File: src/rtl/waveform_sequencer_if.sv
// Control/status bundle between board logic and waveform_sequencer.
// master: board control side; slave: sequencer side.
interface waveform_sequencer_if #(
  parameter int DEPTH = 8,
  parameter int REP_W = 8
);
  localparam int AW = $clog2(DEPTH);

  logic             wr_en;
  logic [AW-1:0]    wr_addr;
  logic [2:0]       wr_slc;
  logic [REP_W-1:0] wr_reps;
  logic [AW:0]      len;
  logic             loop;
  logic             start;
  logic             stop;
  logic [2:0]       slc;
  logic             wave_rst;
  logic             busy;
  logic             done;
  logic [AW-1:0]    seg_idx;

  modport master (
    output wr_en, wr_addr, wr_slc, wr_reps,
    output len, loop, start, stop,
    input  slc, wave_rst, busy, done, seg_idx
  );

  modport slave (
    input  wr_en, wr_addr, wr_slc, wr_reps,
    input  len, loop, start, stop,
    output slc, wave_rst, busy, done, seg_idx
  );
endinterface

File: src/rtl/waveform_sequencer.sv
// Plays (waveform, repeat) segments into WaveformGenerator's slc input.
// Ports: clk, rst (sync, active-high), bus (waveform_sequencer_if.slave).
module waveform_sequencer #(
  parameter int PERIOD_BITS = 8,
  parameter int DEPTH       = 8,
  parameter int REP_W       = 8
) (
  input logic               clk,
  input logic               rst,
  waveform_sequencer_if.slave bus
);
  localparam int AW = $clog2(DEPTH);
  localparam int LW = AW + 1;
  localparam int EW = REP_W + 3;

  typedef enum logic [1:0] {
    IDLE, LOAD, PLAY, DONE
  } state_t;

  state_t state, state_d;

  logic [EW-1:0]          mem [DEPTH];
  logic [EW-1:0]          ent;
  logic [AW-1:0]          idx, idx_d;
  logic [LW-1:0]          len_q, len_eff;
  logic                   loop_q;
  logic                   played, played_d;
  logic [REP_W-1:0]       rep;
  logic [PERIOD_BITS-1:0] phase;
  logic [2:0]             slc_q;
  logic                   wave_rst_q;
  logic                   go, seg_go, adv;
  logic                   last, wrap, per_end;

  assign ent     = mem[idx];
  assign len_eff = (bus.len > LW'(DEPTH)) ?
                   LW'(DEPTH) : bus.len;
  assign last    = (LW'(idx) + LW'(1)) == len_q;
  // Wrap only if this pass emitted something,
  // otherwise an all-skip program would spin forever.
  assign wrap    = loop_q && played;
  assign per_end = (phase == '1) &&
                   (rep == REP_W'(1));

  always_ff @(posedge clk) begin
    if (rst) state <= IDLE;
    else     state <= state_d;
  end

  always_comb begin
    state_d  = state;
    idx_d    = idx;
    played_d = played;
    go       = 1'b0;
    seg_go   = 1'b0;
    adv      = 1'b0;
    unique case (state)
      IDLE: begin
        if (bus.start && !bus.stop &&
            len_eff != '0) begin
          state_d  = LOAD;
          idx_d    = '0;
          played_d = 1'b0;
          go       = 1'b1;
        end
      end
      LOAD: begin
        if (ent[REP_W-1:0] != '0) begin
          state_d  = PLAY;
          played_d = 1'b1;
          seg_go   = 1'b1;
        end else begin
          adv = 1'b1;
        end
      end
      PLAY: begin
        if (per_end) adv = 1'b1;
      end
      DONE: state_d = IDLE;
      default: state_d = IDLE;
    endcase
    if (adv) begin
      unique case (1'b1)
        !last: begin
          state_d = LOAD;
          idx_d   = idx + AW'(1);
        end
        last && wrap: begin
          state_d  = LOAD;
          idx_d    = '0;
          played_d = 1'b0;
        end
        last && !wrap: state_d = DONE;
      endcase
    end
    if (bus.stop && state != IDLE) begin
      state_d  = IDLE;
      idx_d    = idx;
      played_d = played;
      seg_go   = 1'b0;
    end
  end

  always_ff @(posedge clk) begin
    if (rst) begin
      idx        <= '0;
      len_q      <= '0;
      loop_q     <= 1'b0;
      played     <= 1'b0;
      rep        <= '0;
      phase      <= '0;
      slc_q      <= '0;
      wave_rst_q <= 1'b0;
      for (int i = 0; i < DEPTH; i++)
        mem[i] <= '0;
    end else begin
      idx        <= idx_d;
      played     <= played_d;
      wave_rst_q <= seg_go;
      if (go) begin
        len_q  <= len_eff;
        loop_q <= bus.loop;
      end
      if (seg_go) begin
        slc_q <= ent[EW-1:REP_W];
        rep   <= ent[REP_W-1:0];
        phase <= '0;
      end else if (state == PLAY) begin
        phase <= phase + PERIOD_BITS'(1);
        if (phase == '1)
          rep <= rep - REP_W'(1);
      end
      if (state == IDLE && bus.wr_en)
        mem[bus.wr_addr] <= {bus.wr_slc, bus.wr_reps};
    end
  end

  assign bus.slc      = slc_q;
  assign bus.wave_rst = wave_rst_q;
  assign bus.busy     = (state == LOAD) ||
                        (state == PLAY);
  assign bus.done     = (state == DONE);
  assign bus.seg_idx  = idx;
endmodule

File: src/flat_wrapper.sv
// flat-port wrapper written by rule: the top's interface ports become plain ports
module waveform_sequencer_flat 
#(
  parameter int PERIOD_BITS = 8,
  parameter int DEPTH       = 8,
  parameter int REP_W       = 8
)
  (clk, rst, bus_wr_en, bus_wr_addr, bus_wr_slc, bus_wr_reps, bus_len, bus_loop, bus_start, bus_stop, bus_slc, bus_wave_rst, bus_busy, bus_done, bus_seg_idx);
  waveform_sequencer_if #(.DEPTH(DEPTH), .REP_W(REP_W)) bus_i ();
  input logic clk;
  input logic rst;
  input wire logic [$bits(bus_i.wr_en)-1:0] bus_wr_en;
  input wire logic [$bits(bus_i.wr_addr)-1:0] bus_wr_addr;
  input wire logic [$bits(bus_i.wr_slc)-1:0] bus_wr_slc;
  input wire logic [$bits(bus_i.wr_reps)-1:0] bus_wr_reps;
  input wire logic [$bits(bus_i.len)-1:0] bus_len;
  input wire logic [$bits(bus_i.loop)-1:0] bus_loop;
  input wire logic [$bits(bus_i.start)-1:0] bus_start;
  input wire logic [$bits(bus_i.stop)-1:0] bus_stop;
  output wire logic [$bits(bus_i.slc)-1:0] bus_slc;
  output wire logic [$bits(bus_i.wave_rst)-1:0] bus_wave_rst;
  output wire logic [$bits(bus_i.busy)-1:0] bus_busy;
  output wire logic [$bits(bus_i.done)-1:0] bus_done;
  output wire logic [$bits(bus_i.seg_idx)-1:0] bus_seg_idx;
  assign bus_i.wr_en = bus_wr_en;
  assign bus_i.wr_addr = bus_wr_addr;
  assign bus_i.wr_slc = bus_wr_slc;
  assign bus_i.wr_reps = bus_wr_reps;
  assign bus_i.len = bus_len;
  assign bus_i.loop = bus_loop;
  assign bus_i.start = bus_start;
  assign bus_i.stop = bus_stop;
  assign bus_slc = bus_i.slc;
  assign bus_wave_rst = bus_i.wave_rst;
  assign bus_busy = bus_i.busy;
  assign bus_done = bus_i.done;
  assign bus_seg_idx = bus_i.seg_idx;
  waveform_sequencer #(.PERIOD_BITS(PERIOD_BITS), .DEPTH(DEPTH), .REP_W(REP_W)) u_core (.clk(clk), .rst(rst), .bus(bus_i));
endmodule
File: config.mk
export PLATFORM = sky130hd
export DESIGN_NAME = waveform_sequencer_flat
export DESIGN_NICKNAME = d
export VERILOG_FILES = /design/src/rtl/waveform_sequencer_if.sv /design/src/rtl/waveform_sequencer.sv /design/src/flat_wrapper.sv
export SDC_FILE = /design/constraint.sdc
export NUM_CORES = 1
export LEC_CHECK = 0
export ABC_AREA = 0
export BUFFER_PORTS_ARGS = -buffer_cell sky130_fd_sc_hd__buf_4
export CAP_MARGIN = 20
export CORE_MARGIN = 3
export CORE_UTILIZATION = 60
export DETAILED_ROUTE_END_ITERATION = 8
export PLACE_DENSITY = 0.81
export SLEW_MARGIN = 20
export SYNTH_ARGS = -nofsm -noshare
export SYNTH_HDL_FRONTEND = slang
export SYNTH_SLANG_ARGS = --single-unit
File: constraint.sdc
create_clock -name clk -period 3.2 [get_ports clk]
set_clock_uncertainty 0.05 [all_clocks]
set_input_delay 0.16 -clock clk [delete_from_list [all_inputs] [get_ports clk]]
set_output_delay 0.16 -clock clk [all_outputs]
set_load 0.01 [all_outputs]
Word-level counts from Yosys, hierarchy flattened
Memories as Yosys holds them, arrays and structs flattened. A register that Yosys moved wholly into a read port is not among the register bits.
Cells that the tools add are included.
{ "word_totals": {"out_inout_bits": 9, "mem_bits_rw": 88, "n_memories": 1, "reg_bits": 31, "wordCells": 84, "inputBits": 24} }
{ "classes": {"reduce_logical": 25, "n_addsub": 4, "order_cmp": 1, "muxes": 36, "eq_ne": 8} }
{ "memory_table": {"columns": ["name", "depth", "width", "rd", "rd_clocked_by_memory_dff", "wr", "line", "rtl"], "rows": [
  ["u_core.mem", 8, 11, 1, 1, 8, "waveform_sequencer.sv:22", "logic [EW-1:0] mem [DEPTH];"]
]} }
{ "op_table": {"columns": ["operator", "n"], "rows": [
  ["8-bit two-way mux", 3],
  ["3-bit two-way mux", 6],
  ["1-bit two-way mux", 17],
  ["11-bit two-way mux", 1],
  ["11-bit OR reduction", 1],
  ["8-bit by 1-bit adder with 8-bit output (second input constant)", 1],
  ["8-bit by 1-bit == test with 1-bit output (second input constant)", 1],
  ["8-bit == test (second input constant)", 1],
  ["1-bit logical AND", 8],
  ["4-bit nonzero test", 2],
  ["8-bit nonzero test", 1],
  ["8-bit by 1-bit subtractor with 8-bit output (second input constant)", 1],
  ["2-bit two-way mux", 3],
  ["3-bit by 1-bit inequality test with 1-bit output (second input constant)", 2],
  ["2-bit case mux with 3 select lines", 1],
  ["3-bit case mux with 2 select lines", 1],
  ["2-bit nonzero test", 3],
  ["2-bit OR reduction", 3],
  ["3-bit by 1-bit adder with 4-bit output (second input constant)", 1],
  ["2-bit == test (second input constant)", 2],
  ["4-bit == test", 1],
  ["4-bit greater-than comparator (second input constant)", 1],
  ["4-bit two-way mux", 1],
  ["1-bit case mux with 2 select lines", 2],
  ["other kinds (8)", 10]
]} }

Depth between registers and ports, before layout
Gate-level depths: netlist of run 1.
{ "logic_depth": {"depth_word": 10, "ltp_mapped": 9, "depth_no_buf": 8} }

Worst setup path before layout of run 1
Ideal clock, no wire load.
{ "synth_timing": {"path_type": "register -> register", "startpoint": "register (tool-made name)", "endpoint": "register (tool-made name)", "n_path_buf": 1, "stages_incl_launch_ff": 8, "arrival_time_ns": 2.249, "required_time_ns": 3.065, "setup_ns": 0.085, "period_less_slack_ns": 2.384, "setup_slack_ns": 0.816, "cell_sequence": "dfxtp_1 > buf_6 > mux4_1 > mux2i_1 > and4_4 > a32oi_4 > or4_1 > o21ai_0"} }

==> impl_metrics.ini, run 1 <==
[outcome]
outcome = finished clean

[global_routing]
grt.total_usage_pct = 25.1
first_global_vias = 3951
grt_pass1_wl_um = 20800
grt.overflow.total = 0
antenna_violations_before_repair = 0
maximum_number_of_pins_on_one_net_before_global_route_repair = 34

[timing]
finalWorstPathRequiredPeriod_ps = 2850
totalNegativeSetupSlack_ps = 0
period_share_pct = 89.0
timing.final.max_slew_violations = 0
setup_viol = 0
finalHoldViolations = 0
worst_slew_pin_slew_ps = 999
setup_repair_after_global_routing_missed_its_margin = false
timing.hold.ws_ps = 99.1
clock.fmax_ghz = 0.351
slew_headroom_pct = 33.4

[pwr]
power.ir.vdd_worst_mv = 0.348
total_leakage_power_nw = 2.60
power_density_nw_per_um2 = 569

[clock_tree]
cts_sinks = 122
ctsHtreeMaxLevel = 4
clock_pin_slew_on_the_worst_setup_and_hold_paths_ps = 60
cts_tree = yes
clock_latency_at_the_later_pin_of_the_worst_skew_pair_ps = 510
clk_root_buffer_cell = sky130_fd_sc_hd__clkbuf_8
clock_path_buffers = 2
numCtsBuffers = 17

[synthesis]
synth_flop_cell = sky130_fd_sc_hd__edfxtp_1
synthArstFlopShare_pct = 0
synth.ff_latch_count = 122
mappedNetlistNets = 480
synth.yosys.warnings = 0
netlist_area_um2 = 5800
synth-edff-count = 88
seq_area_frac_synth_pct = 57.3
postSynthAreaPerCell_um2 = 13.0
netlist_instances = 447
post_synth_num_cell_types = 43

[critical_path]
worst_ep_required_time_ps = 3590
rr_worst_depth = 7
worst_ep_arrival_ps = 3240
end_kind = register
setup.worst_path.class = register to register
r2r_end = u_core.phase[7]$_SDFFE_PP0N_
critPathMaxFanout = 24
ff2ff_setup_slack_ps = 350
worstSetupStartpointType = register

[floorplan]
die_w_um = 104
floorplan.initialDensity_pct = 62.2
coreArea_um2 = 9330
io_pins = 33
die_y_um = 104
dieArea_um2 = 10900
fp_rows = 35

[placement]
postPlaceCellArea_um2 = 6200
hpwl_um = 7930
io_buffer_count = 32
placed_cells = 599
gpl.final_weighted_congestion = 0.811

[route]
remaining_drc_errors = 0
route.detailed.vias_per_inst = 5.85
vias = 3814
detail_route.first_pass.iterations = 4
average_wire_per_standard_cell_um = 20.1
drt_iter0_drc = 290
detail-route-antenna-nets = 0
total_routed_wirelength_um = 13100

[hold_path]
holdCritPathClass = primary input to register
worstHoldEndpoint = u_core.len_q[1]$_SDFFE_PP0P_
worstHoldPathCells = 5
worstHoldStart = bus_stop

[final_layout]
multi_input_comb_area_um2 = 2360
count_of_non_filler_cells_in_the_finished_layout = 652
layout.cells.most_common_list = 90 x sky130_fd_sc_hd__and2_1, 88 x sky130_fd_sc_hd__edfxtp_1, 45 x sky130_fd_sc_hd__buf_4
finish.net_count = 543
area.sequential_um2 = 3320
antennaDiodeCount = 0
layout-area-overhead-vs-synth_pct = 20.7
final_design_area_no_fill_um2 = 7010
final_core_util_pct = 75.1
fraction_of_layout_instances_using_a_drive_strength_above_1_pct = 18.4
fill_cells = 569
mostFrequentLayoutCell = sky130_fd_sc_hd__and2_1

[flow_run]
max_cap_violations = 0
[cell type report]
cell class                 instances  share of cell area, %
multi-input combinational        299                   33.7
timing repair buffer              66                   7.82
sequential                       122                   47.4
inverter                           4                  0.214
tap                              129                   2.30
clock buffer                      18                   5.97
clock inverter                    14                   2.55
[metrics by stage]
stage | total power [mW] | setup slack (ps)
after global routing | 4.09 | 160
after floorplan | 1.96 | 816
after global placement | 2.05 | 513
final | 3.99 | 351
after CTS | 3.99 | 343
after detailed placement | 2.06 | 415
[metal layers]
metal  track usage [%]  vias to the layer above  wire length, um
li1                  -                     1758                -
met1              30.9                     1910             5450
met2              42.6                      119             6700
met3              5.77                       27              624
met4              10.4                        0              300
met5                 0                        -                0
[power breakdown]
part           internal (mW)  total, mW  switching [mW]  leakage [nW]
clock network           1.25       1.94           0.684         0.287
logic                  0.113      0.260           0.147          1.13
registers               1.76       1.79          0.0298          1.18
[cell families after synthesis]
logic type / Yosys count / synth area share, %
AO/OA/AOI/OAI: 34 / 4.33
AND/OR/NAND/NOR: 202 / 19.7
buffers and inverters: 26 / 2.03
flip-flops: 122 / 57.3
adder cells (fa/ha/maj): 9 / 1.94
multiplexers: 37 / 12.2
XOR/XNOR: 17 / 2.57
[synth_stat cells, drive strengths merged (5+ instances only)]
master	instances	area [um2]
or2	11	68.8
edfxtp	88	2640
nand3b	6	45.0
nor2	38	143
xor2	5	43.8
nand2	21	78.8
mux2i	14	140
and2	90	563
a21oi	9	48.8
nand2b	7	43.8
ha	9	113
nor3	5	30.0
dfxtp	34	681
mux4	22	556
nand3	5	25.0
xnor2	12	105
buf	5	37.5
clkbuf	17	65.1
a211oi	12	90.1
[sequential cells by signal, summed over array words and instances (netlist names), 2 cells and up, named ones only]
signal	count
u_core.mem	88
u_core.phase	8
u_core.rep	8
u_core.len_q	4
u_core.bus.seg_idx	3
u_core.bus.slc	3
u_core.state	2
[repair_timing]
action,CTS,global route
hold buffers,21,0
hold endpoints to repair,95,0
gates resized for setup,0,0
buffers inserted,0,0
[critical path, stage by stage, from the launching register on]
cell and delay (ps):
sky130_fd_sc_hd__dfxtp_1 340, sky130_fd_sc_hd__buf_4 370, sky130_fd_sc_hd__mux4_2 580, sky130_fd_sc_hd__mux2i_1 290, sky130_fd_sc_hd__and4_4 320, sky130_fd_sc_hd__a21oi_2 250
sky130_fd_sc_hd__or2_2 440, sky130_fd_sc_hd__nor2_1 140
[worst max path at each step]
stage	startpoint	end	slack, ps
after global placement	register	register	510
final	register	u_core.phase[7]$_SDFFE_PP0N_	350
after floorplan	register	register	820
after global routing	register	u_core.phase[7]$_SDFFE_PP0N_	160
after CTS	register	u_core.phase[7]$_SDFFE_PP0N_	340
after detailed placement	register	u_core.phase[7]$_SDFFE_PP0N_	410
Note: power is estimated with default switching activity, not from simulation.
==> run 2, diff against run 1 <==
==> constraint.sdc (replaced) <==
create_clock -name clk -period 3.3 [get_ports clk]
set_clock_uncertainty 0.05 [all_clocks]
set_input_delay 0.165 -clock clk [delete_from_list [all_inputs] [get_ports clk]]
set_output_delay 0.165 -clock clk [all_outputs]
set_load 0.1 [all_outputs]
==> run 2 against run 1 <==
Against the previous run: total power decreased by 2.2%; non-clock buffer count down 1; clock-buffer cell count is the same; highest routed layer unchanged; flip-flop and latch count is the same; combinational power up 10%; register-to-register slack improved by 140 ps; critical path depth is 1 higher; hold slack lost 84 ps; sequential share of layout area up 0.11 points.
==> impl_metrics.ini, run 2 (synthesized netlist as in run 1, its figures left out) <==
[placement]
io_buffer_count = 32
hpwl_um = 8060
gpl.final_weighted_congestion = 0.824
placed_cells = 600
dp_worst_setup_slack_ps = 548
postPlaceCellArea_um2 = 6210

[pwr]
power.ir.vdd_worst_mv = 0.366
power_density_nw_per_um2 = 558
totalPowerFinal_mw = 3.90
total_leakage_power_nw = 2.59

[critical_path]
rr_worst_depth = 8
crit_slowest_cell = sky130_fd_sc_hd__mux4_1
ff2ff_setup_slack_ps = 490
worst_setup_path_end = u_core.phase[3]$_SDFFE_PP0N_
worst_ep_required_time_ps = 3700
critical_path.n_buffers_inverters = 2
worst_ep_arrival_ps = 3210
r2r_end = u_core.phase[3]$_SDFFE_PP0N_
end_kind = register
critical-path-top-cell-by-count = sky130_fd_sc_hd__buf_4
setup.worst_path.class = register to register
cp_top_family = multiplexers
critPathMaxFanout = 22
critical_path_depth = 8
critical_path.cell_chain = buf_4, mux4_1, mux2i_1, and4_4, a21oi_2, buf_4, or2_2, nor2_1
cpPeakStageDelay_ps = 610
worstSetupStartpointType = register

[outcome]
outcome = finished clean

[route]
drt_iter0_drc = 300
vias = 3816
average_wire_per_standard_cell_um = 20.0
route.detailed.vias_per_inst = 5.87
remaining_drc_errors = 0
total_routed_wirelength_um = 13000
detail_route.first_pass.iterations = 5
detail-route-antenna-nets = 0

[global_routing]
first_global_vias = 3967
grt_pass1_wl_um = 20800
maximum_number_of_pins_on_one_net_before_global_route_repair = 34
grt.overflow.total = 0
antenna_violations_before_repair = 0
grt.total_usage_pct = 25.1

[final_layout]
final_design_area_no_fill_um2 = 6990
mostFrequentLayoutCell = sky130_fd_sc_hd__and2_1
fraction_of_layout_instances_using_a_drive_strength_above_1_pct = 18.2
final_core_util_pct = 74.9
layout.cells.most_common_list = 90 x sky130_fd_sc_hd__and2_1, 88 x sky130_fd_sc_hd__edfxtp_1, 46 x sky130_fd_sc_hd__buf_4
count_of_non_filler_cells_in_the_finished_layout = 650
largest-register = u_core.mem
largest_register_ffs = 88
fill_cells = 582
finish.net_count = 542
largest_registers = u_core.mem x88, u_core.phase x8, u_core.rep x8
antennaDiodeCount = 0
layout-area-overhead-vs-synth_pct = 20.5

[clock_tree]
clk_root_buffer_cell = sky130_fd_sc_hd__clkbuf_8
numCtsBuffers = 17
cts_sinks = 122
clock_path_buffers = 2
postCtsHoldBufs = 19
clock_latency_at_the_later_pin_of_the_worst_skew_pair_ps = 520
cts_resized = 0
ctsHtreeMaxLevel = 4
clock_pin_slew_on_the_worst_setup_and_hold_paths_ps = 60
cts_setup_buffers = 0
cts_tree = yes

[floorplan]
die_y_um = 104
coreArea_um2 = 9330
io_pins = 33
fp_rows = 35
die_w_um = 104
dieArea_um2 = 10900
floorplan.initialDensity_pct = 62.2

[timing]
setup_viol = 0
worst_slew_pin_slew_ps = 734
timing.hold.ws_ps = 14.7
slew_headroom_pct = 51.0
finalWorstPathRequiredPeriod_ps = 2810
setup_repair_after_global_routing_missed_its_margin = false
finalHoldViolations = 0
timing.final.max_slew_violations = 0
period_share_pct = 85.1
totalNegativeSetupSlack_ps = 0
clock.fmax_ghz = 0.356
final.setup.worst_slack_ps = 491

[hold_path]
holdCritPathClass = primary input to register

[flow_run]
max_cap_violations = 0
-- run 2: layout make-up --
cell class / instances / area, um2 / area share [%]
multi-input cells: 299 / 2360 / 33.8
well taps: 129 / 161 / 2.31
inverters: 4 / 15.0 / 0.215
repair buffers: 65 / 536 / 7.66
clock inverters: 13 / 175 / 2.51
flip-flops and latches: 122 / 3320 / 47.5
clock buffers: 18 / 418 / 5.98
-- run 2: how the worst min path moves through the flow --
stage                     startpoint                            to  depth (start not counted)
after floorplan           bus_len[3]  u_core.len_q[3]$_SDFFE_PP0P_                          2
after global placement      bus_loop    u_core.loop_q$_SDFFE_PP0P_                          3
after detailed placement    bus_loop    u_core.loop_q$_SDFFE_PP0P_                          3
after CTS                        rst    u_core.rep[1]$_SDFFE_PP0P_                          2
after global routing             rst  u_core.len_q[0]$_SDFFE_PP0P_                          2
final                            rst  u_core.len_q[0]$_SDFFE_PP0P_                          2
-- run 2: layer usage --
| layer | vias up | wire length [um] | global-route usage (%) |
|---|---|---|---|
| li1 | 1754 | - | - |
| met1 | 1874 | 5220 | 31.3 |
| met2 | 160 | 6590 | 42.3 |
| met3 | 28 | 927 | 6.83 |
| met4 | 0 | 245 | 8.64 |
| met5 | - | 0 | 0 |
-- run 2: where the power goes --
| group | internal [mW] | switching, mW |
|---|---|---|
| combinational | 0.110 | 0.177 |
| sequential | 1.71 | 0.0292 |
| clock | 1.21 | 0.662 |
-- run 2: worst reg2reg max path, stage by stage, from the launching register on --
cell and delay, ps:
sky130_fd_sc_hd__dfxtp_1 300, sky130_fd_sc_hd__buf_4 350, sky130_fd_sc_hd__mux4_1 630, sky130_fd_sc_hd__mux2i_1 270, sky130_fd_sc_hd__and4_4 330, sky130_fd_sc_hd__a21oi_2 90
sky130_fd_sc_hd__buf_4 210, sky130_fd_sc_hd__or2_2 370, sky130_fd_sc_hd__nor2_1 140
==> run 3, diff against run 2 <==
--- a/config.mk
+++ b/config.mk
@@ -14,2 +14,3 @@
 export PLACE_DENSITY = 0.81
+export REMOVE_ABC_BUFFERS = 1
 export SLEW_MARGIN = 20
==> constraint.sdc (replaced) <==
create_clock -name clk -period 3.3 [get_ports clk]
set_clock_uncertainty 0.05 [all_clocks]
set_input_delay 0.495 -clock clk [delete_from_list [all_inputs] [get_ports clk]]
set_output_delay 0.495 -clock clk [all_outputs]
set_load 0.1 [all_outputs]
==> run 3 against run 2 <==
Against the previous run: largest power group is now sequential cells; worst setup slack worse by 42 ps; largest cell class unchanged; combinational power down 7.3%; die area unchanged; sequential power about the same; sequential share of layout area up 1.8 points; register-to-register slack worse by 40 ps; utilization down 2.8 points.
==> impl_metrics.ini, run 3 (synthesized netlist as in run 1, its figures left out) <==
[route]
route.top_layer_used = met4
drt_iter0_drc = 236
wl_met2_um = 6130
remaining_drc_errors = 0
met3WireLength_um = 736
wl_met1_um = 5250
detail-route-antenna-nets = 0
vias = 3685
average_wire_per_standard_cell_um = 19.6
total_routed_wirelength_um = 12300
detail_route.first_pass.iterations = 4
route.detailed.vias_per_inst = 5.86

[clock_tree]
cts_sinks = 122
clock_path_buffers = 2
cts_resized = 0
clock_latency_at_the_later_pin_of_the_worst_skew_pair_ps = 520
clk_root_buffer_cell = sky130_fd_sc_hd__clkbuf_8
postCtsHoldBufs = 0
cts_tree = yes
ctsHtreeMaxLevel = 4
numCtsBuffers = 17
cts_setup_buffers = 0
clock_pin_slew_on_the_worst_setup_and_hold_paths_ps = 60

[timing]
totalNegativeSetupSlack_ps = 0
period_share_pct = 86.4
finalWorstPathRequiredPeriod_ps = 2850
finalHoldViolations = 0
timing.hold.ws_ps = 178
worst_slew_pin_slew_ps = 1010
clock.fmax_ghz = 0.351
slew_headroom_pct = 32.9
timing.final.max_slew_violations = 0
setup_viol = 0
setup_repair_after_global_routing_missed_its_margin = false

[critical_path]
critPathMaxFanout = 24
crit_slowest_cell = sky130_fd_sc_hd__mux4_1
setup.worst_path.class = register to register
critical_path.cell_chain = buf_4, mux4_1, mux2i_1, and4_4, a21oi_2, or2_2, nor2_1
worstSetupStartpointType = register
end_kind = register
critical_path.n_buffers_inverters = 1
worst_ep_required_time_ps = 3700
cp_top_family = simple AND/OR/NAND/NOR gates
worst_ep_arrival_ps = 3250
cpPeakStageDelay_ps = 630

[pwr]
total_leakage_power_nw = 2.48
power.ir.vdd_worst_mv = 0.343
power_density_nw_per_um2 = 547

[flow_run]
max_cap_violations = 0

[floorplan]
fp_rows = 35
dieArea_um2 = 10900
coreArea_um2 = 9330
floorplan.initialDensity_pct = 62.2
die_w_um = 104
io_pins = 33
die_y_um = 104

[placement]
gpl.final_weighted_congestion = 0.826
hpwl_um = 7530
io_buffer_count = 32

[final_layout]
layout.cells.most_common_list = 90 x sky130_fd_sc_hd__and2_1, 88 x sky130_fd_sc_hd__edfxtp_1, 44 x sky130_fd_sc_hd__buf_4
largest_registers = u_core.mem x88, u_core.phase x8, u_core.rep x8
fraction_of_layout_instances_using_a_drive_strength_above_1_pct = 19.2
largest-register = u_core.mem
mostFrequentLayoutCell = sky130_fd_sc_hd__and2_1
finish.net_count = 521
antennaDiodeCount = 0
fill_cells = 604
layout-area-overhead-vs-synth_pct = 16.0
largest_register_ffs = 88

[global_routing]
grt.total_usage_pct = 23.6
grt.overflow.total = 0
antenna_violations_before_repair = 0
maximum_number_of_pins_on_one_net_before_global_route_repair = 34
grt_pass1_wl_um = 19600
first_global_vias = 3749

[hold_path]
holdCritPathClass = primary input to register

[outcome]
outcome = finished clean
## run 3: changes by cell type in the layout (fill, tap and decap cells not counted), sizes merged
cell	delta
buf	-2
bufinv	-3
clkbuf	-1
clkinv	+4
clkinvlp	-2
dlygate4sd3	-19
inv	+2
## run 3: tightest hold or removal path: stages
cell                      delay, ps
sky130_fd_sc_hd__buf_4          110
sky130_fd_sc_hd__nand2_1         40
sky130_fd_sc_hd__a21oi_1         50
## run 3: final cells by class
class	instances	area, um2	share of cell area (%)
Timing Repair Buffer	44	330	4.91
Multi-Input combinational cell	299	2360	35.1
Clock buffer	17	414	6.15
Sequential cell	122	3320	49.4
Clock inverter	14	125	1.86
Tap cell	129	161	2.40
Inverter	4	15.0	0.223
## run 3: per-stage QoR
step,cell area [um2],cells,setup WS [ps],utilization (%),total power [mW]
after floorplan,5700,425,461,-,1.92
after detailed placement,6190,598,458,66.4,2.03
after global routing,6730,629,290,72.2,3.79
after global placement,6190,598,582,66.4,2.02
final,6730,629,449,72.2,3.68
after CTS,6730,629,461,72.2,3.69
## run 3: worst paths after layout
kind	start	endpoint	slack, ps	cells after the start
worst max-delay path	register	u_core.phase[3]$_SDFFE_PP0N_	450	7
worst max register to register	register	u_core.phase[3]$_SDFFE_PP0N_	450	7
worst min register to register	u_core.len_q[3]$_SDFFE_PP0P_	u_core.len_q[3]$_SDFFE_PP0P_	420	2
worst min-delay path	bus_loop	u_core.loop_q$_SDFFE_PP0P_	180	3
## run 3: power breakdown
group,leakage [nW],switching (mW),total [mW],internal [mW]
Sequential,1.18,0.0258,1.73,1.71
Clock,0.264,0.684,1.68,0.996
Combinational,1.03,0.172,0.266,0.0937
## run 3: routing by layer
metal  vias up  track usage (%)
li1       1718                -
met1      1809             30.9
met2       138             39.0
met3        20             5.65
met4         0             7.69
met5         -                0
